===== config.mk =====
export PLATFORM = sky130hd
export DESIGN_NAME = bin2bcd_seq
export DESIGN_NICKNAME = d
export VERILOG_FILES = /design/src/rtl/bcd_pkg.sv /design/src/rtl/bcd_add3.sv /design/src/rtl/bin2bcd_seq.sv
export SDC_FILE = /design/constraint.sdc
export NUM_CORES = 1
export LEC_CHECK = 0
export CORE_MARGIN = 2
export CORE_UTILIZATION = 57
export CTS_CLUSTER_SIZE = 30
export DETAILED_ROUTE_END_ITERATION = 6
export PLACE_DENSITY = 0.84
export SKIP_CTS_REPAIR_TIMING = 1
export SLEW_MARGIN = 20
export SYNTH_ARGS = -nofsm -noshare
export SYNTH_HDL_FRONTEND = slang
export SYNTH_HIERARCHICAL = 1
export SYNTH_SLANG_ARGS = --single-unit

===== constraint.sdc =====
create_clock -name CLK -period 3 [get_ports CLK]
set_clock_uncertainty 0.15 [all_clocks]
set_input_delay 0.3 -clock CLK [delete_from_list [all_inputs] [get_ports CLK]]
set_output_delay 0.3 -clock CLK [all_outputs]
set_load 0.1 [all_outputs]

===== src/rtl/bcd_pkg.sv =====
// Shared definitions for the binary-to-BCD conversion path.
//   state_t      : converter FSM encoding (IDLE / SHIFT)
//   BCD_W        : width of one BCD digit field
//   MAX_DISP_DEF : largest value the seven-segment display can show
//   CNT_W        : width of the shift iteration counter
package bcd_pkg;

  typedef enum logic {
    ST_IDLE  = 1'b0,
    ST_SHIFT = 1'b1
  } state_t;

  localparam int BCD_W        = 4;
  localparam int MAX_DISP_DEF = 99;
  localparam int CNT_W        = 3;

endpackage


===== src/rtl/bcd_add3.sv =====
// Double-dabble correction cell: adds 3 to a BCD field holding 5 or more so
// that the following left shift carries correctly into the next decade.
//   din  : 4-bit field before correction
//   dout : 4-bit field after correction
module bcd_add3
  import bcd_pkg::*;
(
  input  logic [BCD_W-1:0] din,
  output logic [BCD_W-1:0] dout
);

  always_comb begin
    dout = din;
    if (din >= 4'd5) begin
      dout = din + 4'd3;
    end
  end

endmodule


===== src/rtl/bin2bcd_seq.sv =====
// Sequential binary-to-BCD converter (shift-add-3, one input bit per clock).
// Sits downstream of the 7-bit counter and feeds the seven-segment driver.
//   CLK      : system clock, rising edge
//   RST      : synchronous active-high reset
//   bin_in   : binary value to convert (sampled only when accepted in IDLE)
//   in_valid : conversion request, ignored while busy
//   busy     : high while a conversion is in progress
//   done     : one-cycle pulse when hund/tens/ones/overflow update
//   hund     : hundreds digit (0 or 1)
//   tens     : tens digit, BCD
//   ones     : ones digit, BCD
//   overflow : converted value exceeded MAX_DISP (registered with digits)
module bin2bcd_seq
  import bcd_pkg::*;
#(
  parameter int WIDTH    = 7,
  parameter int MAX_DISP = MAX_DISP_DEF
) (
  input  logic             CLK,
  input  logic             RST,
  input  logic [WIDTH-1:0] bin_in,
  input  logic             in_valid,
  output logic             busy,
  output logic             done,
  output logic             hund,
  output logic [BCD_W-1:0] tens,
  output logic [BCD_W-1:0] ones,
  output logic             overflow
);

  // Working register layout, MSB to LSB:
  //   {hund scratch, tens, ones, remaining binary bits}
  localparam int WORK_W  = 3*BCD_W + WIDTH;
  localparam int ONES_LO = WIDTH;
  localparam int TENS_LO = WIDTH + BCD_W;
  localparam int HUND_LO = WIDTH + 2*BCD_W;
  localparam logic [WIDTH-1:0] MAX_V = WIDTH'(MAX_DISP);

  state_t            state;
  logic [WORK_W-1:0] work;
  logic [WORK_W-1:0] corrected;
  logic [WORK_W-1:0] shifted;
  logic [CNT_W-1:0]  cnt;
  logic              ovf_pend;
  logic [BCD_W-1:0]  hund_adj;
  logic [BCD_W-1:0]  tens_adj;
  logic [BCD_W-1:0]  ones_adj;

  bcd_add3 u_add3_hund (.din(work[HUND_LO +: BCD_W]), .dout(hund_adj));
  bcd_add3 u_add3_tens (.din(work[TENS_LO +: BCD_W]), .dout(tens_adj));
  bcd_add3 u_add3_ones (.din(work[ONES_LO +: BCD_W]), .dout(ones_adj));

  // Correction is applied before the shift within the same cycle; the top
  // bit of the hundreds scratch field falls off, which is harmless because
  // a 7-bit input never produces more than 1 hundred.
  assign corrected = {hund_adj, tens_adj, ones_adj, work[WIDTH-1:0]};
  assign shifted   = corrected << 1;

  always_ff @(posedge CLK) begin
    if (RST) begin
      state    <= ST_IDLE;
      work     <= '0;
      cnt      <= '0;
      ovf_pend <= 1'b0;
      busy     <= 1'b0;
      done     <= 1'b0;
      hund     <= 1'b0;
      tens     <= '0;
      ones     <= '0;
      overflow <= 1'b0;
    end else begin
      done <= 1'b0;
      case (state)
        ST_IDLE: begin
          if (in_valid) begin
            work     <= {{(3*BCD_W){1'b0}}, bin_in};
            cnt      <= CNT_W'(WIDTH);
            // Overflow depends only on the latched input, so resolve it now
            // and hold it until the digits are published.
            ovf_pend <= (bin_in > MAX_V);
            busy     <= 1'b1;
            state    <= ST_SHIFT;
          end
        end
        ST_SHIFT: begin
          work <= shifted;
          cnt  <= cnt - CNT_W'(1);
          // Last iteration: publish the final shifted fields directly.
          if (cnt == CNT_W'(1)) begin
            hund     <= shifted[HUND_LO];
            tens     <= shifted[TENS_LO +: BCD_W];
            ones     <= shifted[ONES_LO +: BCD_W];
            overflow <= ovf_pend;
            done     <= 1'b1;
            busy     <= 1'b0;
            state    <= ST_IDLE;
          end
        end
        default: state <= ST_IDLE;
      endcase
    end
  end

endmodule


# --- Word-level counts from Yosys, hierarchy flattened ---
# Cells that the tools add are included.
# W data, S select, Z words.
word_totals:
  word_cells: 40
  regBits: 36
  out_inout_bits: 12
  input_bits: 10
op_classes:
  magnitude_cmp: 4
  eq_ne: 3
  bitwise_logic: 1
  addsub: 4
  muxes: 14
  reduce_logical: 4
ops:
  columns: ["cell", "n"]
  rows:
  - ["$pmux W19 S2", 1]
  - ["$mux W19", 1]
  - ["$ge A4 B3 Y1 const B", 3]
  - ["$add A4 B2 Y4 const B", 2]
  - ["$mux W4", 2]
  - ["$gt A7 B7 Y1 const B", 1]
  - ["$mux W3", 2]
  - ["$pmux W3 S2", 1]
  - ["$reduce_and A2 Y1", 3]
  - ["$mux W1", 5]
  - ["$pmux W1 S2", 2]
  - ["$add A3 B2 Y3 const B", 1]
  - ["$eq A3 B1 Y1 const B", 1]
  - ["$sub A3 B1 Y3 const B", 1]
  - ["$ne A2 B1 Y1 const B", 1]
  - ["$ne A2 B2 Y1 const B", 1]
  - ["$reduce_or A2 Y1", 1]
  - ["$not A1 Y1", 1]

# --- Depth between registers and ports, before layout ---
depth:
  depth_word: 3
  depth_mapped: 7
  ltp_nobuf: 7

# --- Modules after synthesis ---
# The synthesis kept the hierarchy.
modules_own_cells:
  columns: ["mod", "instances", "seq_area_each_um2", "cells_each", "area_per_inst_um2"]
  rows:
  - ["bin2bcd_seq", 1, 640.6, 118, 1307.5]
  - ["bcd_add3", 2, 0.0, 16, 101.3]

# --- Least setup slack after synthesis ---
# OpenSTA, ideal clock, no wires.
synth_path:
  kind: "reg-to-reg"
  startpoint: "register work[8]"
  endpoint: "register work[9]"
  arrival_time_ns: 1.241
  required_ns: 2.786
  slack_ns: 1.545
  stages_incl_launch_ff: 8
  synth_period_minus_slack_ns: 1.455
  path_buffers: 0
  cell_sequence: "dfxtp_1 inv_1 ha_1 nand2b_1 a21oi_2 mux2i_1 a21oi_1 nor2_1"
synth_between:
  elab_chain_len: 3
  word_cells_on_any_way: 4
  cone_classes: "add/sub (1); order compare (1); mux (2)"
synth_rtl:
  columns: ["element", "line_no", "source"]
  rows:
  - ["from (decl)", "bin2bcd_seq.sv:40", "logic [WORK_W-1:0] work;"]
  - ["from (signal assigned)", "bin2bcd_seq.sv:76", "work <= {{(3*BCD_W){1'b0}}, bin_in};"]
  - ["from (signal assigned)", "bin2bcd_seq.sv:86", "work <= shifted;"]
  - ["$add A4 B2 Y4 / $ge A4 B3 Y1 (equally long branches)", "bcd_add3.sv:15, bcd_add3.sv:14", null]
  - ["$mux W4 (*)", "bcd_add3.sv:14", "if (din >= 4'd5) begin"]
  - ["via ones_adj[1]", "bin2bcd_seq.sv:47", "logic [BCD_W-1:0] ones_adj;"]
  - ["$pmux W19 S2 (*)", "bin2bcd_seq.sv:73", "case (state)"]
# The timed path passes the listed nets; every way through them passes the cells marked *.
# A chain may end at the register's enable or synchronous reset.

# --- Worst setup path in the final report ---
layout_path:
  startpoint: "input port in_valid"
  endpoint: "register work[6]"
layout_between:
  elab_chain_len: 1
layout_rtl:
  columns: ["element", "line_no", "source"]
  rows:
  - ["from (decl)", "bin2bcd_seq.sv:22", "input logic in_valid,"]
  - ["$ne A2 B2 Y1 (no source line)", null, null]
# Every way passes these cells.

==> out/metrics.yaml <==
outcome:
  status: "finished clean"
sta:
  rsz0062_at_grt: "no"
  slew_viol_final: 0
  hold_violations: 0
  finalSetupTns_ns: 0
  post-route-period-util_pct: 62.2
  whs_ns: 0.336
  final.min_clock_period_ns: 1.87
  fmax_mhz: 536
  setup_viol: 0
  tightest_slew_ns: 0.879
  slew_headroom_pct: 41.2
synthesis:
  ys_ff_latch: 32
  yosys.area.top_type: "dfxtp_1"
  yosysSeqAreaShare_pct: 42.4
  ys_warn_count: 6
  ys_types: 29
  synth_top_area_share_pct: 42.4
  syn_inst: 150
  syn-cell-area_um2: 1510
  synth_nets: 166
  yosys-top-cells-area: "dfxtp_1, mux2i_1, a22o_1, ha_1, nor2_1"
  avgSynthCellArea_um2: 10.1
floorplanning:
  initial_core_util_pct: 60.4
  die_width_um: 55.5
  dieArea_um2: 3080
  core_area_um2: 2500
  top_level_ports: 22
  die_h_um: 55.5
  core.rowCount: 18
setup_path:
  r2r-end: "overflow$_SDFFE_PP0P_"
  path_max_fanout: 21
  crit_required_ns: 3.08
  critPathArrivalTime_ns: 1.94
  timing.rr.start: "state$_SDFF_PP0_"
  critPathKind: "primary input to flop"
  endpoint_kind: "flop"
  rr_worst_depth: 3
  rrSetupSlack_ns: 1.20
  critPathLaunchType: "primary input"
layout:
  drive_above_1_share_pct: 20.0
  ff_latch_area_um2: 641
  multiInputGateArea_um2: 758
  nets: 186
  final_cells: 200
  final_area_um2: 1700
  areaGrowthSynthToFinish_pct: 12.8
  final_common_cell: "dfxtp_1"
  layout_common_cells: "dfxtp_1, nor2_1, buf_4"
  nFillCells: 206
  n_antenna_cell: 0
flow_run:
  drv_cap: 0
pwr:
  p_leak_nw: 0.716
  powerDensity_nw_per_um2: 456
  vdd.ir_drop.worst_v: 0.000329
  fin_total_pwr_w: 0.000778
clock_tree:
  clock_path_buffers: 2
  cts_inserted_buffers: 5
  htreeDepth: 2
  clockRootBuffer: "clkbuf_4"
  clkLatencyLatePin_ns: 0.33
  cts_tree: "built"
  cts.reportedPaths.clkPinSlew_ns: 0.09
  clkSinkCount: 32
placement:
  hpwlAfterDp_um: 1930
  gp_congestion: 0.759
  numPlacedInstances: 193
  portBuffers: 21
  dpl-instance-area_um2: 1660
global_routing:
  antenna_found_initial: 0
  grt_overflow: 0
  use_met1_pct: 18.9
  grt_use_total_pct: 19.2
  busiest_layer: "met2"
  grt_max_degree: 22
  first_global_vias: 1053
  grt_use_met3_pct: 5.39
  met2_usage_pct: 35.5
  grt_pass1_wl_um: 4530
route:
  wirelength_um: 2670
  wl_per_cell_um: 13.3
  dr.first_iter.drc_count: 21
  vias: 1109
  drtAntennaViolNets: 0
  routed_via_density: 5.55
  drc: 0
  detail_route.first_pass.iterations: 4
worst_hold_path:
  hp-class: "flop to flop"
  min_path_cells: 1
  min_from: "tens[0]$_SDFFE_PP0P_"
  whs_endpoint: "tens[0]$_SDFFE_PP0P_"
## metrics by stage
step                      setup WS, ns  utilization (%)
after floorplan                   1.54                -
after global routing              1.03             68.2
after detailed placement         0.755             66.3
final                             1.13             68.2
after global placement           0.803             66.3
after CTS                         1.12             68.2
## worst max-delay path: stages
cell and delay [ns]:
clkdlybuf4s50_1 1.05, mux2_2 0.41, mux2i_1 0.13, nor2_1 0.05
## cell families (layout without fill, tap and decap cells)
logic type / count (synthesis) / in the layout / synth area share, %
AOI/OAI and AO/OA: 32 / 32 / 16.0
xor gates and xnor gates: 2 / 2 / 1.16
adders and majority gates: 6 / 6 / 4.97
buffers and inverters: 17 / 37 / 7.37
DFF: 32 / 32 / 42.4
muxes: 17 / 17 / 12.8
and+or+nand+nor: 44 / 44 / 15.3
## registers in the layout, summed over array words and instances, names as in the netlist, 3 cells and up
register and cells:
tens 4, cnt 3, work 15, ones 4
## routing by layer
metal	share of wire (%)	wire length, µm	up-vias
li1	-	-	559
met4	2.5	66	0
met1	43	1140	518
met3	4.2	113	8
met2	51	1350	24
met5	0	0	-
## cells in the mapped netlist, drive strengths merged
cell	number
nand2	9
nor3b	8
a31o	1
a22o	11
buf	10
nand2b	4
dfxtp	32
a211oi	2
o21ai	4
o21a	1
mux2i	11
xnor2	2
ha	6
nor2	18
mux2	6
a21oi	11
nor3	4
o311a	1
inv	7
a31oi	1
and2b	1
## worst max path at each step
| stage | startpoint | end | cells past startpoint |
|---|---|---|---|
| finish | in_valid | work[6]$_SDFFE_PP0P_ | 4 |
| global route | in_valid | work[6]$_SDFFE_PP0P_ | 4 |
| CTS | in_valid | work[6]$_SDFFE_PP0P_ | 4 |
| detailed placement | in_valid | work[6]$_SDFFE_PP0P_ | 4 |
| global placement | in_valid | work[1]$_SDFFE_PP0P_ | 4 |
| floorplan | work[8]$_SDFFE_PP0P_ | work[9]$_SDFFE_PP0P_ | 7 |
## layout make-up
| cell class | instances | share of cell area [%] |
|---|---|---|
| inverters | 7 | 1.54 |
| clock buffers | 6 | 2.42 |
| repair buffers | 23 | 11.5 |
| well taps | 30 | 2.20 |
| multi-input cells | 101 | 44.5 |
| flip-flops and latches | 32 | 37.6 |
| clock inverters | 1 | 0.294 |
## power by group
part	switching, W	internal, W
combinational	0.0000574	0.0000460
sequential	0.0000141	0.000439
clock	0.000135	0.0000861
total	0.000206	0.000571
(Power assumes the default switching activity.)
